$ cat src/rtl/mips_pkg.sv
// mips_pkg: shared access-size encodings and load/store FSM state type.
//   SIZE_BYTE / SIZE_HALF / SIZE_WORD : req_size encodings (2'b11 is illegal)
//   lsu_state_t                       : IDLE, ACCESS, MERGE, RESP
package mips_pkg;
    localparam logic [1:0] SIZE_BYTE = 2'b00;
    localparam logic [1:0] SIZE_HALF = 2'b01;
    localparam logic [1:0] SIZE_WORD = 2'b10;
    typedef enum logic [1:0] {IDLE, ACCESS, MERGE, RESP} lsu_state_t;
endpackage

$ cat src/rtl/lsu_lane_align.sv
// lsu_lane_align: big-endian byte/half/word lane extraction and merge.
//   word   : full memory word
//   offset : byte offset within the word
//   size   : access size (SIZE_BYTE/HALF/WORD)
//   sgn    : sign-extend extracted byte/half
//   wdata  : right-justified store data
//   rdata  : extracted, extended load data
//   merged : word with the addressed lane replaced by wdata
module lsu_lane_align
    import mips_pkg::*;
(
    input  logic [31:0] word,
    input  logic [1:0]  offset,
    input  logic [1:0]  size,
    input  logic        sgn,
    input  logic [31:0] wdata,
    output logic [31:0] rdata,
    output logic [31:0] merged
);
    logic [4:0]  sh;
    logic [31:0] shifted;
    logic [31:0] mask;
    // Big-endian: byte offset o sits (3-o) bytes up, half offset o sits (2-o) bytes up.
    assign sh      = size == SIZE_BYTE ? {~offset, 3'b000} :
                     size == SIZE_HALF ? {~offset[1], 4'b0000} : 5'd0;
    assign shifted = word >> sh;
    assign rdata   = size == SIZE_BYTE ? {{24{sgn & shifted[7]}}, shifted[7:0]} :
                     size == SIZE_HALF ? {{16{sgn & shifted[15]}}, shifted[15:0]} : word;
    assign mask    = size == SIZE_BYTE ? 32'h0000_00ff << sh :
                     size == SIZE_HALF ? 32'h0000_ffff << sh : 32'hffff_ffff;
    assign merged  = (word & ~mask) | ((wdata << sh) & mask);
endmodule

$ cat src/rtl/load_store_unit.sv
// load_store_unit: byte/half/word loads and stores over a word-only data memory.
//   clk, reset       : clock, synchronous active-high reset
//   req_*            : valid/ready request (write, size, signed, byte address, store data)
//   resp_valid       : one-cycle completion pulse, resp_error valid alongside it
//   resp_rdata       : extended load data, held until the next load completes
//   mem_*            : word-aligned address, write strobe/data, combinational read data
module load_store_unit
    import mips_pkg::*;
(
    input  logic        clk,
    input  logic        reset,
    input  logic        req_valid,
    output logic        req_ready,
    input  logic        req_write,
    input  logic [1:0]  req_size,
    input  logic        req_signed,
    input  logic [31:0] req_addr,
    input  logic [31:0] req_wdata,
    output logic        resp_valid,
    output logic [31:0] resp_rdata,
    output logic        resp_error,
    output logic        mem_write_enable,
    output logic [31:0] mem_address,
    output logic [31:0] mem_write_data,
    input  logic [31:0] mem_read_data
);
    lsu_state_t  state, state_next;
    logic [31:0] addr_q, wdata_q, merge_q;
    logic [1:0]  size_q;
    logic        write_q, signed_q, err_q;
    logic        req_err, accept, sub_store;
    logic [31:0] lane_rdata, lane_merged;

    assign req_err   = req_size == 2'b11 || (req_size == SIZE_HALF && req_addr[0]) ||
                       (req_size == SIZE_WORD && req_addr[1:0] != 2'b00);
    assign req_ready = state == IDLE;
    assign accept    = req_valid && req_ready;
    assign sub_store = write_q && size_q != SIZE_WORD;

    lsu_lane_align u_align (
        .word   (mem_read_data),
        .offset (addr_q[1:0]),
        .size   (size_q),
        .sgn    (signed_q),
        .wdata  (wdata_q),
        .rdata  (lane_rdata),
        .merged (lane_merged)
    );

    always_comb begin
        state_next = state;
        case (state)
            IDLE:    state_next = accept ? (req_err ? RESP : ACCESS) : IDLE;
            ACCESS:  state_next = sub_store ? MERGE : RESP;
            MERGE:   state_next = RESP;
            default: state_next = IDLE;
        endcase
    end

    // Outputs are decoded from state; gating with reset keeps the reset cycle silent.
    assign resp_valid       = !reset && state == RESP;
    assign resp_error       = resp_valid && err_q;
    assign mem_write_enable = !reset && ((state == ACCESS && write_q && size_q == SIZE_WORD) ||
                                         state == MERGE);
    assign mem_write_data   = state == MERGE ? merge_q : wdata_q;
    assign mem_address      = {addr_q[31:2], 2'b00};

    always_ff @(posedge clk) begin
        if (reset) begin
            state      <= IDLE;
            addr_q     <= '0;
            wdata_q    <= '0;
            merge_q    <= '0;
            size_q     <= '0;
            write_q    <= 1'b0;
            signed_q   <= 1'b0;
            err_q      <= 1'b0;
            resp_rdata <= '0;
        end else begin
            state <= state_next;
            if (accept) begin
                addr_q   <= req_addr;
                wdata_q  <= req_wdata;
                size_q   <= req_size;
                write_q  <= req_write;
                signed_q <= req_signed;
                err_q    <= req_err;
            end
            if (state == ACCESS && !write_q) resp_rdata <= lane_rdata;
            if (state == ACCESS) merge_q <= lane_merged;
            if (state == RESP) err_q <= 1'b0;
        end
    end
endmodule

$ cat config.mk
export PLATFORM = sky130hd
export DESIGN_NAME = load_store_unit
export DESIGN_NICKNAME = d
export VERILOG_FILES = /design/src/rtl/mips_pkg.sv /design/src/rtl/lsu_lane_align.sv /design/src/rtl/load_store_unit.sv
export SDC_FILE = /design/constraint.sdc
export NUM_CORES = 1
export LEC_CHECK = 0
export CAP_MARGIN = 20
export CORE_MARGIN = 2
export CORE_UTILIZATION = 48
export DETAILED_ROUTE_END_ITERATION = 8
export PLACE_DENSITY = 0.89
export SYNTH_ARGS = -nofsm -noshare
export SYNTH_HDL_FRONTEND = slang
export SYNTH_HIERARCHICAL = 1
export SYNTH_SLANG_ARGS = --single-unit
$ cat constraint.sdc
create_clock -name clk -period 3.8 [get_ports clk]
set_input_delay 0.95 -clock clk [delete_from_list [all_inputs] [get_ports clk]]
set_output_delay 0.95 -clock clk [all_outputs]
set_load 0.05 [all_outputs]
==> results.txt, run 1 <==
status = complete, no violations
Skew-Pair Late Insertion Delay = 0.42 ns
overall power = 6.807 mW
Worst Path Buf+Inv = 1
HP Class = reg -> reg
crit share post-route = 0.7811
Async SR Flop Fraction = 0
CP cell instances = or2_2, inv_2, ha_1, a221oi_2, mux2_2, mux2i_1, nor2_1
mapped cell area = 7062 sq um
Longest Clk Path Bufs = 2
CTS tree = built
Peak VDD IR = 0.3754 mV
met3 wire len = 2.166 mm
Num CTS Buffers = 17
number of gates resized after CTS = 0
Worst-Margin Slew = 1.124 ns
first-pass GRT wire length = 33.89 mm
Die H = 125.3 um
antenna cells = 0
fin crit period = 2.968 ns
setup TNS = 0 ns
FP Rows = 44
Placer Congestion = 0.8831
number of max-cap violations = 0
CP top delay family = compound AO/OA/AOI/OAI gates
IO buf count = 200
unrepaired setup endpoints after global routing = false
Initial DRT Pass Iterations = 6
Cell Pwr Density = 728.2 nW/um^2
P&R area growth vs syn = 32.37%
htree depth = 4
Ys Warns = 6
clock tree root driver cell = clkbuf_16
Max Fanout on Critical Path = 19
post-DR wirelength/cell = 17.67 um
required time worst endpoint = 4.09 ns
share of cells above drive strength 1 = 0.1343
Max-slew headroom = 0.2504
count of final hold-check violations = 0
via count = 6,963
Top Layer Used = met4
core area = 14,480 sq um
CP Capture Type = flip-flop
met2 routed WL = 9.798 mm
M1 wire length = 8.548 mm
Seq/Total Area, Yosys = 0.3827
# DRC = 0
Fillers = 1,191
fin. max-slew vios = 0
vias in the first global route = 6,558
DR iter-0 viols = 961
Post-Synthesis Cells = 892
Avg Vias per Cell = 5.712
Starting Density = 0.4877
pin count of the biggest net entering global routing = 91
Tot GR Track Use = 0.2684
die area = 15,700 sq um
I/O Pins = 203
Routed Antenna Nets = 0
leak pwr = 3.711 nW
CTS Hold Bufs = 0
fmax = 336.9 MHz
initial antenna violation count = 0
number of flops mapped to enable cells by yosys = 0
Die X = 125.3 um
Clock Sinks = 135
crit start category = flip-flop
Post-Route WL = 21.54 mm
Crit Path Class = reg -> reg
Setup-failing EPs final = 0
Slowest cell on crit path = a221oi_2
post-CTS setup buffers = 0
Yosys cell types = 41
predominant post-synthesis flop cell = dfxtp_1
CTS clk-pin slew, worst paths = 0.06 ns
grt total ovfl = 0
Layout Nets = 1,130
mean post-synth cell area = 7.917 sq um
clk_skew = 0.005545 ns
detailed placement HPWL = 14.88 mm
arrival time at the worst endpoint = 3.26 ns
CP max stage delay = 0.67 ns
Yosys reg bits = 135
-- area by class of cell --
type	instances	area (sq um)	area share
Multi-Input combinational cell	651	3744	0.4005
Sequential cell	135	2703	0.2891
Timing Repair Buffer	212	2022	0.2163
Tap cell	184	230.2	0.02463
Clock buffer	19	452.9	0.04845
Clock inverter	13	177.7	0.01901
Inverter	5	18.77	0.002008
-- flip-flops by register name (all words and copies together) (netlist names), 2 cells and up --
signal / flops
wdata_q: 32
state: 2
merge_q: 32
size_q: 2
addr_q: 32
resp_rdata: 32
-- through the flow --
step	cell area, sq um	util	hold WS [ns]	setup slack [ns]	std cells
after floorplan	7066	-	0.4367	0.4904	893
after global placement	8690	0.6002	0.4414	0.6992	1186
after detailed placement	8690	0.6002	0.4464	0.6391	1186
after CTS	9320	0.6437	0.4542	0.8522	1218
after global routing	9348	0.6456	0.4715	0.7270	1219
final	9348	0.6456	0.4520	0.8320	1219
-- cell usage in the layout, fill, tap and decap left out, drive strengths merged, types with 19 or more instances in the layout --
master | netlist | layout
a21oi | 120 | 120
mux2i | 64 | 64
dfxtp | 135 | 135
nand2 | 261 | 261
mux2 | 40 | 40
clkbuf | 25 | 19
clkdlybuf4s50 | 0 | 164
buf | 77 | 48
nor2 | 36 | 36
o21ai | 43 | 43
-- metal layers --
layer | track usage | up-vias
met4 | 0.1412 | 0
met3 | 0.07018 | 90
met5 | 0 | -
met1 | 0.3381 | 3193
li1 | - | 3245
met2 | 0.4233 | 435
-- Yosys cell counts (5+ instances only) --
library cell	count	area [sq um]
ha_1	5	62.56
nor2b_1	9	56.30
nand2_1	261	979.7
mux2_2	40	450.4
nor2_1	36	135.1
a21oi_1	119	595.6
clkbuf_1	25	93.84
o2bb2ai_1	8	70.07
mux2i_1	64	640.6
dfxtp_1	135	2703
o22a_1	8	70.07
o21ai_0	43	215.2
a22oi_1	8	60.06
buf_6	5	56.30
buf_2	31	155.2
o22ai_1	7	43.79
nand3_1	9	45.04
buf_4	41	307.8
-- path summary, 6_finish.rpt --
path         startpoint     endpoint  slack (ns)  cells past startpoint
max           size_q[1]  merge_q[23]        0.83                      7
min           addr_q[4]    addr_q[4]        0.45                      2
max reg2reg   size_q[1]  merge_q[23]        0.83                      7
min reg2reg   addr_q[4]    addr_q[4]        0.45                      2
-- report_power, final --
part / switching [mW] / internal [mW] / total [mW]
sequential: 0.243 / 1.70 / 1.94
combinational: 1.98 / 1.13 / 3.12
clock: 0.621 / 1.13 / 1.75
total: 2.85 / 3.96 / 6.81
-- tightest hold or removal path, stage by stage (launching register included) --
cell and delay, ns:
dfxtp_1 0.30, nand2_1 0.05, a21oi_1 0.05
-- kinds of logic after synthesis --
family / count (synthesis) / synth area share
AO/OA/AOI/OAI: 210 / 0.1754
adder cells (fa/ha/maj): 5 / 0.008859
buffers and inverters: 107 / 0.08947
flip-flops: 135 / 0.3827
multiplexers: 104 / 0.1545
other: 1 / 0.0005310
AND/OR/NAND/NOR: 330 / 0.1885
Power figures use the tool's default switching activity.
==> inputs of run 2 (changes only) <==
clock period = 2.9 ns   (was 3.8 ns; I/O delays follow)
==> run 2 against run 1 <==
- hold slack lost 0.0014 ns
- largest power group unchanged
- cell count grew 0.90%
- die area is the same
- critical path type is now reg -> out
- total power grew 33%
- clock power grew 19%
- critical path depth shrank 2
==> results.txt, run 2 (same netlist as run 1, synthesis figures left out) <==
Avg Vias per Cell = 5.667 (was 5.712)
end of the worst register-to-register path = merge_q[22] (was merge_q[23])
Setup-failing EPs final = 0 (unchanged)
Switching Share = 0.4169 (was 0.4186)
required time worst endpoint = 2.17 ns (was 4.09 ns)
Worst-Margin Slew = 1.108 ns (was 1.124 ns)
most frequent cells in the layout = 260 x nand2_1, 164 x clkdlybuf4s50_1, 135 x dfxtp_1 (unchanged)
clk_skew = 0.005739 ns (was 0.005545 ns)
P&R area growth vs syn = 38.66% (was 32.37%)
crit start category = flip-flop (unchanged)
Peak VDD IR = 0.5148 mV (was 0.3754 mV)
antenna cells = 0 (unchanged)
post-DR wirelength/cell = 17.57 um (was 17.67 um)
IO buf count = 200 (unchanged)
number of max-cap violations = 0 (unchanged)
FP Rows = 44 (unchanged)
R2R Setup Slk = 0.45 ns (was 0.83 ns)
CP top delay family = buffers and inverters (was compound AO/OA/AOI/OAI gates)
CTS Hold Bufs = 0 (unchanged)
DR iter-0 viols = 1,013 (was 961)
crit share post-route = 0.9394
Initial DRT Pass Iterations = 5 (was 6)
die area = 15,700 sq um (unchanged)
Tot GR Track Use = 0.2707 (was 0.2684)
CP Capture Type = primary output (was flip-flop)
switching power = 3.781 mW (was 2.849 mW)
share of cells above drive strength 1 = 0.1415 (was 0.1343)
Internal = 5.289 mW (was 3.957 mW)
Logic pwr share = 0.492 (was 0.458)
Final Cell Area = 9792 sq um (was 9348 sq um)
via count = 6,971 (was 6,963)
Post-DP Area = 9218 sq um (was 8690 sq um)
Cells after DPL = 1,198 (was 1,186)
initial antenna violation count = 0 (unchanged)
Sequential Power Share = 0.278 (was 0.285)
vias in the first global route = 6,506 (was 6,558)
count of final hold-check violations = 0 (unchanged)
Routed Antenna Nets = 0 (unchanged)
Hold Path Depth = 2 (unchanged)
Clock power frac = 0.230 (was 0.257)
overall power = 9.070 mW (was 6.807 mW)
I/O Pins = 203 (unchanged)
Num CTS Buffers = 17 (unchanged)
status = complete, no violations (unchanged)
Worst Path Buf+Inv = 3 (was 1)
fmax = 367.1 MHz
Skew-Pair Late Insertion Delay = 0.41 ns (was 0.42 ns)
core area = 14,480 sq um (unchanged)
pin count of the biggest net entering global routing = 107 (was 91)
Layout Nets = 1,141 (was 1,130)
arrival time at the worst endpoint = 2.00 ns (was 3.26 ns)
Fillers = 1,123 (was 1,191)
Register Area = 2703 sq um (unchanged)
Placer Congestion = 0.9119 (was 0.8831)
Starting Density = 0.4877 (unchanged)
# DRC = 0 (unchanged)
r2r startpoint = size_q[1] (unchanged)
first-pass GRT wire length = 34.04 mm (was 33.89 mm)
clock tree root driver cell = clkbuf_16 (unchanged)
HP Start = addr_q[31] (was addr_q[4])
Min-Delay Endpoint = addr_q[31] (was addr_q[4])
WHS = 0.4506 ns (was 0.4520 ns)
Max-slew headroom = 0.2615 (was 0.2504)
fin. max-slew vios = 0 (unchanged)
Max Fanout on Critical Path = 34 (was 19)
grt total ovfl = 0 (unchanged)
fin cells = 1,230 (was 1,219)
Die H = 125.3 um (unchanged)
Die X = 125.3 um (unchanged)
HP Class = reg -> reg (unchanged)
fin crit period = 2.724 ns
Crit Path Class = reg -> out (was reg -> reg)
Slowest cell on crit path = mux2_2 (was a221oi_2)
Longest Clk Path Bufs = 2 (unchanged)
CP cell instances = inv_1, ha_1, buf_4, mux2_2, buf_12 (was or2_2, inv_2, ha_1, a221oi_2, mux2_2, mux2i_1, nor2_1)
CTS clk-pin slew, worst paths = 0.05 ns (was 0.06 ns)
detailed placement HPWL = 15.40 mm (was 14.88 mm)
CTS tree = built (unchanged)
Cell Pwr Density = 926.3 nW/um^2 (was 728.2 nW/um^2)
unrepaired setup endpoints after global routing = false (unchanged)
most common cell after layout, fill and taps aside = nand2_1 (unchanged)
leak pwr = 3.823 nW (was 3.711 nW)
setup TNS = 0 ns (unchanged)
number of gates resized after CTS = 0 (unchanged)
Post-Route WL = 21.61 mm (was 21.54 mm)
CP max stage delay = 0.45 ns (was 0.67 ns)
post-CTS setup buffers = 0 (unchanged)
Clock Sinks = 135 (unchanged)
reg2reg path depth = 8 (was 7)
htree depth = 4 (unchanged)
multi-input logic area = 3744 sq um (unchanged)
-- run 2: changes by cell type in the layout (fill, tap and decap cells not counted) --
cell / change
buf_12: +35
buf_4: -23
bufinv_16: -2
clkbuf_1: +2
clkinvlp_4: +2
buf_16: -1
clkbuf_8: -1
clkinv_2: -1
clkinv_4: -1
inv_6: +1
-- run 2: worst max-delay path by stage --
stage / endpoint / cells past startpoint / slack, ns / start
2_1_floorplan: resp_error / 3 / 0.04 / reset
3_3_place_gp: resp_rdata[14] / 8 / 0.20 / mem_read_data[31]
3_5_place_dp: resp_rdata[18] / 8 / 0.12 / mem_read_data[31]
4_1_cts: mem_write_data[23] / 5 / 0.17 / state[0]
5_1_grt: mem_write_data[23] / 5 / 0.11 / state[0]
6_report: mem_write_data[23] / 5 / 0.18 / state[0]
-- run 2: per-layer routing --
metal / GRT usage / wire length, um / up-vias
met4: 0.1216 / 773 / 0
met3: 0.06076 / 2219 / 67
li1: - / - / 3269
met5: 0 / 0 / -
met1: 0.3495 / 8475 / 3215
met2: 0.4345 / 10140 / 420
-- run 2: power by group through the flow --
| stage | Clock (mW) | Sequential (mW) | Combinational (mW) |
|---|---|---|---|
| 3_3_place_gp | 0 | 2.52 | 4.33 |
| 5_1_grt | 2.20 | 2.55 | 4.73 |
| 3_5_place_dp | 0 | 2.54 | 4.40 |
| 2_1_floorplan | 0 | 2.67 | 2.93 |
| 4_1_cts | 2.11 | 2.51 | 4.43 |
| 6_report | 2.09 | 2.52 | 4.46 |
-- run 2: worst reg2reg max path, stage by stage (launching register included) --
cell and delay [ns]:
dfxtp_1 0.31, or2_2 0.49, inv_2 0.12, ha_1 0.24
a221oi_2 0.35, buf_4 0.23, mux2_2 0.35, mux2i_1 0.16
nor2_1 0.06
-- run 2: layout make-up --
type	instances	share of cell area
Inverter	5	0.001917
Clock inverter	12	0.01303
Clock buffer	20	0.04562
Timing Repair Buffer	223	0.2576
Sequential cell	135	0.2760
Tap cell	184	0.02351
Multi-Input combinational cell	651	0.3823
-- run 2: stage by stage --
step	util	worst slack (ns)
finish	0.6763	0.1757
global placement	0.6366	0.2017
CTS	0.6763	0.1724
floorplan	-	0.04042
detailed placement	0.6366	0.1165
global route	0.6763	0.1060
